--- src/rtl/hazard_ctrl_if.sv ---
// ID-stage hazard/flush control bundle: decoded instruction and branch outcome in; pipeline enables and status out.
interface hazard_ctrl_if;
    logic [31:0] id_ir;
    logic        id_valid;
    logic        ex_taken;
    logic        pc_we;
    logic        ifid_we;
    logic        ifid_flush;
    logic        idex_bubble;
    logic [1:0]  state;
    logic [15:0] stall_cnt;
    logic [15:0] flush_cnt;

    modport master (
        output id_ir, id_valid, ex_taken,
        input  pc_we, ifid_we, ifid_flush, idex_bubble, state, stall_cnt, flush_cnt
    );

    modport slave (
        input  id_ir, id_valid, ex_taken,
        output pc_we, ifid_we, ifid_flush, idex_bubble, state, stall_cnt, flush_cnt
    );
endinterface

--- src/rtl/hazard_ctrl.sv ---
// Pipeline sequencer: RAW scoreboard stall, branch/jump flush; enables are combinational (0-cycle latency).
// Backpressure: a RAW hazard holds PC and IF/ID and bubbles ID/EX until the source retires.
module hazard_ctrl #(
    parameter int WB_LAT    = 3,
    parameter int FLUSH_LEN = 2
) (
    input  logic         clk,
    input  logic         rst,
    hazard_ctrl_if.slave bus
);
    typedef enum logic [1:0] {RUN = 2'd0, STALL = 2'd1, FLUSH = 2'd2} state_t;

    localparam logic [2:0] WB_INIT    = 3'(WB_LAT);
    localparam logic [2:0] FLUSH_INIT = 3'(FLUSH_LEN - 1);

    state_t      st;
    logic [2:0]  fcount;
    logic [15:0] stall_q;
    logic [15:0] flush_q;
    logic [2:0]  busy [32];

    logic [5:0]  op;
    logic [4:0]  rs, rt, rd, dest;
    logic        use_rs, use_rt, is_jump;
    logic        hazard, issue;
    logic        unused_imm;

    assign op = bus.id_ir[31:26];
    assign rs = bus.id_ir[25:21];
    assign rt = bus.id_ir[20:16];
    assign rd = bus.id_ir[15:11];
    assign unused_imm = ^bus.id_ir[10:0];

    always_comb begin
        use_rs  = 1'b1;
        use_rt  = 1'b0;
        dest    = 5'd0;
        is_jump = 1'b0;
        case (op)
            6'h00: begin
                use_rt = 1'b1;
                dest   = rd;
            end
            6'h23, 6'h08, 6'h09, 6'h0A, 6'h0B, 6'h0C, 6'h0D, 6'h0E, 6'h0F:
                dest = rt;
            6'h2B, 6'h04, 6'h05:
                use_rt = 1'b1;
            6'h02: begin
                use_rs  = 1'b0;
                is_jump = 1'b1;
            end
            6'h03: begin
                use_rs  = 1'b0;
                is_jump = 1'b1;
                dest    = 5'd31;
            end
            default: ;
        endcase
    end

    // r0 never reads as busy, so a write to r0 can never stall a reader.
    assign hazard = bus.id_valid &
                    ((use_rs & (rs != 5'd0) & (busy[rs] != 3'd0)) |
                     (use_rt & (rt != 5'd0) & (busy[rt] != 3'd0)));

    // A STALL cycle whose hazard has just cleared issues like RUN, so the
    // consumer leaves ID in the same cycle its source retires.
    assign issue = bus.id_valid & (st != FLUSH) & ~hazard & ~bus.ex_taken;

    always_comb begin
        bus.pc_we       = 1'b1;
        bus.ifid_we     = 1'b1;
        bus.ifid_flush  = 1'b0;
        bus.idex_bubble = ~bus.id_valid;
        if (rst) begin
            bus.pc_we       = 1'b0;
            bus.ifid_we     = 1'b0;
            bus.ifid_flush  = 1'b1;
            bus.idex_bubble = 1'b1;
        end else if (st == FLUSH || bus.ex_taken) begin
            bus.ifid_flush  = 1'b1;
            bus.idex_bubble = 1'b1;
        end else if (hazard) begin
            bus.pc_we       = 1'b0;
            bus.ifid_we     = 1'b0;
            bus.idex_bubble = 1'b1;
        end else begin
            bus.ifid_flush  = is_jump & bus.id_valid;
        end
    end

    assign bus.state     = st;
    assign bus.stall_cnt = stall_q;
    assign bus.flush_cnt = flush_q;

    always_ff @(posedge clk or posedge rst) begin
        if (rst) begin
            st      <= RUN;
            fcount  <= 3'd0;
            stall_q <= 16'd0;
            flush_q <= 16'd0;
            for (int r = 0; r < 32; r++) busy[r] <= 3'd0;
        end else begin
            for (int r = 0; r < 32; r++) begin
                if (r == 0)
                    busy[r] <= 3'd0;
                else if (issue && dest == 5'(r))
                    busy[r] <= WB_INIT;
                else if (busy[r] != 3'd0)
                    busy[r] <= busy[r] - 3'd1;
            end

            case (st)
                RUN, STALL: begin
                    if (bus.ex_taken) begin
                        st     <= FLUSH;
                        fcount <= FLUSH_INIT;
                        if (flush_q != 16'hFFFF) flush_q <= flush_q + 16'd1;
                    end else if (hazard) begin
                        st <= STALL;
                        if (st == STALL && stall_q != 16'hFFFF) stall_q <= stall_q + 16'd1;
                    end else begin
                        st <= RUN;
                    end
                end
                FLUSH: begin
                    if (fcount == 3'd0) st <= RUN;
                    else                fcount <= fcount - 3'd1;
                end
                default: st <= RUN;
            endcase
        end
    end
endmodule
--- src/flat_wrapper.sv ---
// flat-port wrapper written by rule: the top's interface ports become plain ports
module hazard_ctrl_flat 
#(
    parameter int WB_LAT    = 3,
    parameter int FLUSH_LEN = 2
)
  (clk, rst, bus_id_ir, bus_id_valid, bus_ex_taken, bus_pc_we, bus_ifid_we, bus_ifid_flush, bus_idex_bubble, bus_state, bus_stall_cnt, bus_flush_cnt);
  hazard_ctrl_if bus_i ();
  input  logic clk;
  input  logic rst;
  input wire logic [$bits(bus_i.id_ir)-1:0] bus_id_ir;
  input wire logic [$bits(bus_i.id_valid)-1:0] bus_id_valid;
  input wire logic [$bits(bus_i.ex_taken)-1:0] bus_ex_taken;
  output wire logic [$bits(bus_i.pc_we)-1:0] bus_pc_we;
  output wire logic [$bits(bus_i.ifid_we)-1:0] bus_ifid_we;
  output wire logic [$bits(bus_i.ifid_flush)-1:0] bus_ifid_flush;
  output wire logic [$bits(bus_i.idex_bubble)-1:0] bus_idex_bubble;
  output wire logic [$bits(bus_i.state)-1:0] bus_state;
  output wire logic [$bits(bus_i.stall_cnt)-1:0] bus_stall_cnt;
  output wire logic [$bits(bus_i.flush_cnt)-1:0] bus_flush_cnt;
  assign bus_i.id_ir = bus_id_ir;
  assign bus_i.id_valid = bus_id_valid;
  assign bus_i.ex_taken = bus_ex_taken;
  assign bus_pc_we = bus_i.pc_we;
  assign bus_ifid_we = bus_i.ifid_we;
  assign bus_ifid_flush = bus_i.ifid_flush;
  assign bus_idex_bubble = bus_i.idex_bubble;
  assign bus_state = bus_i.state;
  assign bus_stall_cnt = bus_i.stall_cnt;
  assign bus_flush_cnt = bus_i.flush_cnt;
  hazard_ctrl #(.WB_LAT(WB_LAT), .FLUSH_LEN(FLUSH_LEN)) u_core (.clk(clk), .rst(rst), .bus(bus_i));
endmodule
--- config.mk ---
export PLATFORM = sky130hd
export DESIGN_NAME = hazard_ctrl_flat
export DESIGN_NICKNAME = d
export VERILOG_FILES = /design/src/rtl/hazard_ctrl_if.sv /design/src/rtl/hazard_ctrl.sv /design/src/flat_wrapper.sv
export SDC_FILE = /design/constraint.sdc
export NUM_CORES = 1
export LEC_CHECK = 0
export ABC_CLOCK_PERIOD_IN_PS = 4100
export BUFFER_PORTS_ARGS = -buffer_cell sky130_fd_sc_hd__buf_2
export CORE_ASPECT_RATIO = 1.25
export CORE_UTILIZATION = 54
export CTS_CLUSTER_DIAMETER = 80
export CTS_CLUSTER_SIZE = 14
export DETAILED_ROUTE_END_ITERATION = 8
export PLACE_DENSITY = 0.77
export SYNTH_ARGS = -nofsm -noshare
export SYNTH_HDL_FRONTEND = slang
export SYNTH_SLANG_ARGS = --single-unit
--- constraint.sdc ---
create_clock -name clk -period 4.1 [get_ports clk]
set_clock_uncertainty 0.05 [all_clocks]
set_input_delay 0.615 -clock clk [delete_from_list [all_inputs] [get_ports clk]]
set_output_delay 0.615 -clock clk [all_outputs]
set_load 0.02 [all_outputs]
# Yosys cells after proc, flatten, opt, wreduce, memory -nomap -nowiden
# Cells that the tools add are included.
[classes]
n_addsub = 34
bitwise_logic = 15
n_mux = 88
reduce_logical = 110
eq_ne = 53
order_cmp = 2
[ops]
columns = ["operator", "count"]
rows = [
  ["3-bit 2-to-1 mux", 68],
  ["3-bit nonzero test", 33],
  ["3-bit by 1-bit subtractor with 3-bit output, second input constant", 32],
  ["5-bit equality test, second input constant", 16],
  ["2-bit nonzero test", 32],
  ["6-bit by 4-bit equality test with 1-bit output, second input constant", 8],
  ["5-bit by 4-bit equality test with 1-bit output, second input constant", 8],
  ["16-bit by 1-bit adder with 16-bit output, second input constant", 2],
  ["1-bit logical AND", 32],
  ["16-bit inequality test, second input constant", 2],
  ["3-bit binary-select mux with 5-bit select", 2],
  ["5-bit by 3-bit equality test with 1-bit output, second input constant", 4],
  ["5-bit one-hot mux with 3 select lines", 1],
  ["1-bit 2-to-1 mux", 13],
  ["6-bit by 2-bit equality test with 1-bit output, second input constant", 2],
  ["6-bit by 3-bit equality test with 1-bit output, second input constant", 2],
  ["6-bit equality test, second input constant", 2],
  ["6-bit >= comparator, second input constant", 2],
  ["5-bit inverter with 6-bit output", 2],
  ["5-bit by 2-bit equality test with 1-bit output, second input constant", 2],
  ["5-bit nonzero test", 2],
  ["1-bit AND", 9],
  ["9-bit OR reduction", 1],
  ["2-bit inequality test, second input constant", 4],
  ["other kinds (16)", 21],
]
[totals]
input_bits = 36
reg_bits = 130

# Longest topological paths before layout
[logic_depth]
depth_word = 13
mapped_depth = 12
mapped_depth_nobuf = 8

# Least setup slack after synthesis
# Ideal clock, no wire load.
[synth_timing]
path_type = "in2out"
start = "input bus_id_ir[21]"
end = "output bus_pc_we"
required_ps = 3435
slack_ps = 555
t_arrival_ps = 2880
stages = 10
n_path_buf = 4
path_cell_list = "buf_2 > mux4_2 > a2111oi_0 > o31ai_1 > a31oi_1 > o22ai_1 > clkbuf_1 > buf_2 > a21oi_1 > buf_4"
[synth_between]
elab_chain_len = 11
word_cells_on_any_way = 13
[synth_lines]
columns = ["item", "line_no", "source"]
rows = [
  ["from (decl)", "flat_wrapper.sv:11", "input wire logic [$bits(bus_i.id_ir)-1:0] bus_id_ir;"],
  ["5-bit inverter with 6-bit output (not written as such)", "hazard_ctrl.sv:63", "((use_rs & (rs != 5'd0) & (busy[rs] != 3'd0)) |"],
  ["3-bit binary-select mux with 5-bit select", "hazard_ctrl.sv:63", ""],
  ["3-bit 2-to-1 mux (not written as such) (2 in a row)", "hazard_ctrl.sv:63", ""],
  ["3-bit nonzero test", "hazard_ctrl.sv:63", ""],
  ["1-bit AND (*)", "hazard_ctrl.sv:63", ""],
  ["1-bit OR (*)", "hazard_ctrl.sv:63", ""],
  ["1-bit AND (*)", "hazard_ctrl.sv:62", "assign hazard = bus.id_valid &"],
  ["1-bit 2-to-1 mux (*) (3 in a row)", "--", ""],
  ["to (decl)", "flat_wrapper.sv:14", "output wire logic [$bits(bus_i.pc_we)-1:0] bus_pc_we;"],
]
# Every way passes the cells marked *; elsewhere a longest branch is shown, timed or not. The select of a mux whose other input is x is not followed.

# Worst setup path in the final report
[layout_timing]
start = "input bus_id_ir[16]"
end = "output bus_idex_bubble"
[layout_between]
elab_chain_len = 11
word_cells_on_any_way = 13
[layout_lines]
columns = ["item", "line_no", "source"]
rows = [
  ["5-bit inverter with 6-bit output (not written as such)", "hazard_ctrl.sv:64", "(use_rt & (rt != 5'd0) & (busy[rt] != 3'd0)));"],
  ["3-bit binary-select mux with 5-bit select", "hazard_ctrl.sv:64", ""],
  ["3-bit 2-to-1 mux (not written as such) (2 in a row)", "hazard_ctrl.sv:64", ""],
  ["3-bit nonzero test", "hazard_ctrl.sv:64", ""],
  ["1-bit AND (*)", "hazard_ctrl.sv:64", ""],
  ["1-bit OR (*)", "hazard_ctrl.sv:63", ""],
  ["1-bit AND (*)", "hazard_ctrl.sv:62", ""],
  ["1-bit 2-to-1 mux (*)", "hazard_ctrl.sv:83", "end else if (hazard) begin"],
  ["1-bit 2-to-1 mux (*)", "hazard_ctrl.sv:80", "end else if (st == FLUSH || bus.ex_taken) begin"],
  ["1-bit 2-to-1 mux (*)", "hazard_ctrl.sv:75", "if (rst) begin"],
  ["to (decl)", "flat_wrapper.sv:17", "output wire logic [$bits(bus_i.idex_bubble)-1:0] bus_idex_bubble;"],
]
# Marks and branches as above.

==> summary.md <==
| Metric | Value |
|---|---|
| FFs w/ async S/R, synth | 1.00 |
| WP buf/inv | 2 |
| Peak supply drop | 0.499 mV |
| Grt ovf | 0 |
| Largest family of logic cells by synthesized area | compound AO/OA/AOI/OAI gates |
| Final nets | 987 |
| Number of synthesized flops with an enable pin | 0 |
| Die Y | 137 um |
| DR WL/cell | 15.9 um |
| Clock buffer depth | 2 |
| Status | finished, final reports clean |
| Leak | approximately 4.2 nW |
| Total I/O pin count | 74 |
| Post-synth top area share | 0.411 |
| WL final | roughly 17,000 um |
| Min-Delay Path Class | input pin to async pin |
| Hold buffers post-CTS | 0 |
| Req. time, crit path | 3.43 ns |
| Hpwl dp | roughly 12,000 um |
| Synth Register Bits | between 100 and 150 |
| Resized Gates After CTS | 0 |
| Net count after synthesis | between 900 and 1,000 |
| Final Setup Violations | 0 |
| First-pass GRT wire length | 28,600 um |
| Critical-path top delay cell | mux4_2 |
| Clock root cell | clkbuf_16 |
| Post-synth cell types | 53 |
| Mean Syn Cell Area | between 9 and 10 sq um |
| Slew of the pin with the lowest slew margin | 0.668 ns |
| Tcrit/Tclk final | 0.902 |
| CP top delay family | compound AO/OA/AOI/OAI gates |
| Crit-path most repeated cell | buf_2 |
| Largest net degree at the start of global routing | a little over 100 |
| Yosys warns | 0 |
| Post-synthesis cell area | 7920 sq um |
| Die Width | roughly 110 um |
| Fmax | roughly 0.27 GHz |
| CTS sink count | 130 |
| Vias after detailed routing | 6,132 |
| Diode count | 0 |
| Initial antenna violation count | 0 |
| Share of cells above drive strength 1 | 0.163 |
| Slew Viols, Final | 0 |
| Remaining DRCs | 0 |
| XOR/XNOR Fraction of Synth Area | 0.0675 |
| Crit path depth | 9 |
| Final Hold Fails | 0 |
| Max-slew headroom at the worst pin | 0.554 |
| CTS tree | built |
| Area growth syn-to-layout | 13.7% |
| Met1 Wirelength | 7070 um |
| Reg2Reg Depth | 10 |
| Vias in the first global route | 6,163 |
| Pwr per Cell Area | 754 nW/um^2 |
| Synth area leader | dfrtp_1 |
| WP data arrival | 3.03 ns |
| H-tree depth | 4 |
| Met2 WL | 8620 um |
| Highest metal used | met4 |
| Met3 wire len | 997 um |
| Max Cap Viol | 0 |
| Min Clock Period, post-route | 3.70 ns |
| Slowest stage delay, CP | 0.55 ns |
| Die area | 15,200 sq um |
| Remaining antenna violation count after routing | 0 |
| Total power | roughly 6.8 mW |
| Post-route setup TNS | 0 ns |
| Compound-cell area share of the yosys netlist | 0.155 |
| # rows | around 50 |
| TritonCTS Buffers | 17 |
| Drt pass-1 iters | 5 |
| DR iter-0 viols | 308 |
| Main synth FF type | dfrtp_1 |
| Core area | about 14,000 sq um |
| GP Congestion | ~0.84 |
| Worst-path cell chain | buf_2 > mux4_2 > nor2b_1 > a2111oi_2 > a31oi_1 > o21ai_1 > o22ai_1 > or4_1 > buf_2 |
| Global Route Usage Sum | 0.251 |
| Clock slew at reported path FFs | 0.06 ns |
| Port bufs | 62 |
| Filler cell count | roughly 1,200 |
| Worst Setup Start Kind | input pin |
| Synth Area in Simple Gates | 0.124 |
| Total setup buffers inserted after CTS | 0 |
| Clock latency on the worst-skew pair | around 0.42 ns |
| Critical-path maximum fanout | 10 |
| Mux share of post-synthesis cell area | 0.0679 |
| Post-synthesis sequential area ratio | 0.411 |
| Starting Density | 0.552 |
| Vias per inst | 5.70 |
| Largest cells by area after synthesis | dfrtp_1 41%, ha_1 10%, o21ai_0 4.8%, inv_1 4.8%, xor2_1 4.0% |
| Setup crit end kind | output port |
| Setup Crit Path Kind | input pin to output port |
| Synth Area in Adders | 0.104 |
| RSZ-0062 raised after global routing | no |
| Post-Synthesis Cells | 828 |
## cells by family (layout without fill, tap and decap cells)
logic type,Yosys count,after routing
and+or+nand+nor,198,198
AOI/OAI and AO/OA,197,197
buffers and inverters,139,209
DFF,130,130
adders and majority gates,66,66
xor gates and xnor gates,61,61
muxes,37,37
## placed cells by master (no fill, tap or decap), types with 4 or more instances in the layout
cell type,Yosys,routed
nand3_1,10,10
a21oi_1,20,20
mux4_2,11,11
xor2_1,36,36
nor2_1,34,34
mux2_2,24,24
o21a_1,31,31
nand2_1,60,60
dfrtp_1,130,130
inv_1,101,100
o21ai_0,76,76
clkbuf_16,0,17
nand4_1,14,14
and3_1,8,8
a2111oi_0,4,4
nor2b_1,6,6
buf_4,1,13
clkinvlp_4,0,4
a221oi_1,4,4
a211oi_1,10,10
nor4_1,14,14
clkbuf_8,0,4
ha_1,66,66
a31oi_1,9,9
xnor2_1,25,25
a311oi_1,4,4
nor3_1,27,27
o21ai_1,19,19
buf_2,13,62
nand2b_1,6,6
and2_1,4,4
## synth_stat cells, drive strengths merged (2+ instances only)
cell type    n
xor2        36
nor3b        2
o211ai       2
nand2       60
mux4        11
dfrtp      130
a221o        3
o31ai        2
mux2        24
nand2b       6
buf         18
a21oi       20
mux2i        2
a22o         2
a41oi        3
o221ai       2
a221oi       4
a31oi        9
nand4       14
nand3       10
nand3b       2
nor2        34
or4          3
a311oi       4
o21ai       95
nor2b        6
and3         8
and2         4
a2111oi      5
ha          66
a211oi      10
nor4b        2
xnor2       25
nand4b       2
nor4        14
and4         2
nor3        27
inv        101
clkbuf      20
o21a        31
## power breakdown
part           switching [mW]  internal, mW  total, mW  leakage [nW]
combinational            1.45          1.44       2.89          2.34
clock                   0.572         0.961       1.53         0.292
sequential              0.490          1.87       2.36          1.59
## flip-flops by register name (all words and copies together), names as in the netlist
signal	cells
u_core.fcount	3
u_core.bus.stall_cnt	16
u_core.bus.state	2
u_core.busy	93
u_core.bus.flush_cnt	16
## path summary, 6_finish.rpt
| path | from | endpoint | slack (ns) |
|---|---|---|---|
| max | bus_id_ir[16] | bus_idex_bubble | 0.40 |
| min | rst | u_core.bus.stall_cnt[12] | 0.27 |
| max reg2reg | u_core.busy[23] | u_core.busy[74] | 0.94 |
| min reg2reg | u_core.bus.stall_cnt[10] | u_core.bus.stall_cnt[10] | 0.44 |
| max in group asynchronous | rst | u_core.busy[56] | 2.79 |
| min in group clk | u_core.bus.stall_cnt[10] | u_core.bus.stall_cnt[10] | 0.44 |
## per-stage QoR
stage | util | area (sq um) | hold slack [ns] | worst slack, ns | instances
2_1_floorplan | - | 7920 | 0.416 | 0.555 | 828
3_3_place_gp | 0.585 | 8400 | 0.422 | 0.450 | 1044
3_5_place_dp | 0.585 | 8400 | 0.433 | 0.419 | 1044
4_1_cts | 0.628 | 9000 | 0.271 | 0.418 | 1076
5_1_grt | 0.628 | 9000 | 0.310 | 0.237 | 1076
6_report | 0.628 | 9000 | 0.271 | 0.403 | 1076
## metal layers
layer	GRT usage	up-vias
met5	0	-
met2	0.437	172
li1	-	3025
met1	0.289	2903
met4	0.110	0
met3	0.0620	32
## layout make-up
type	instances	area, sq um	area share
Clock inverter	11	128	0.0142
Tap cell	178	223	0.0247
Timing Repair Buffer	76	428	0.0475
Multi-Input combinational cell	559	4110	0.456
Sequential cell	130	3250	0.361
Inverter	101	383	0.0425
Clock buffer	21	480	0.0534
No activity file was read; power rests on OpenSTA's default activity.
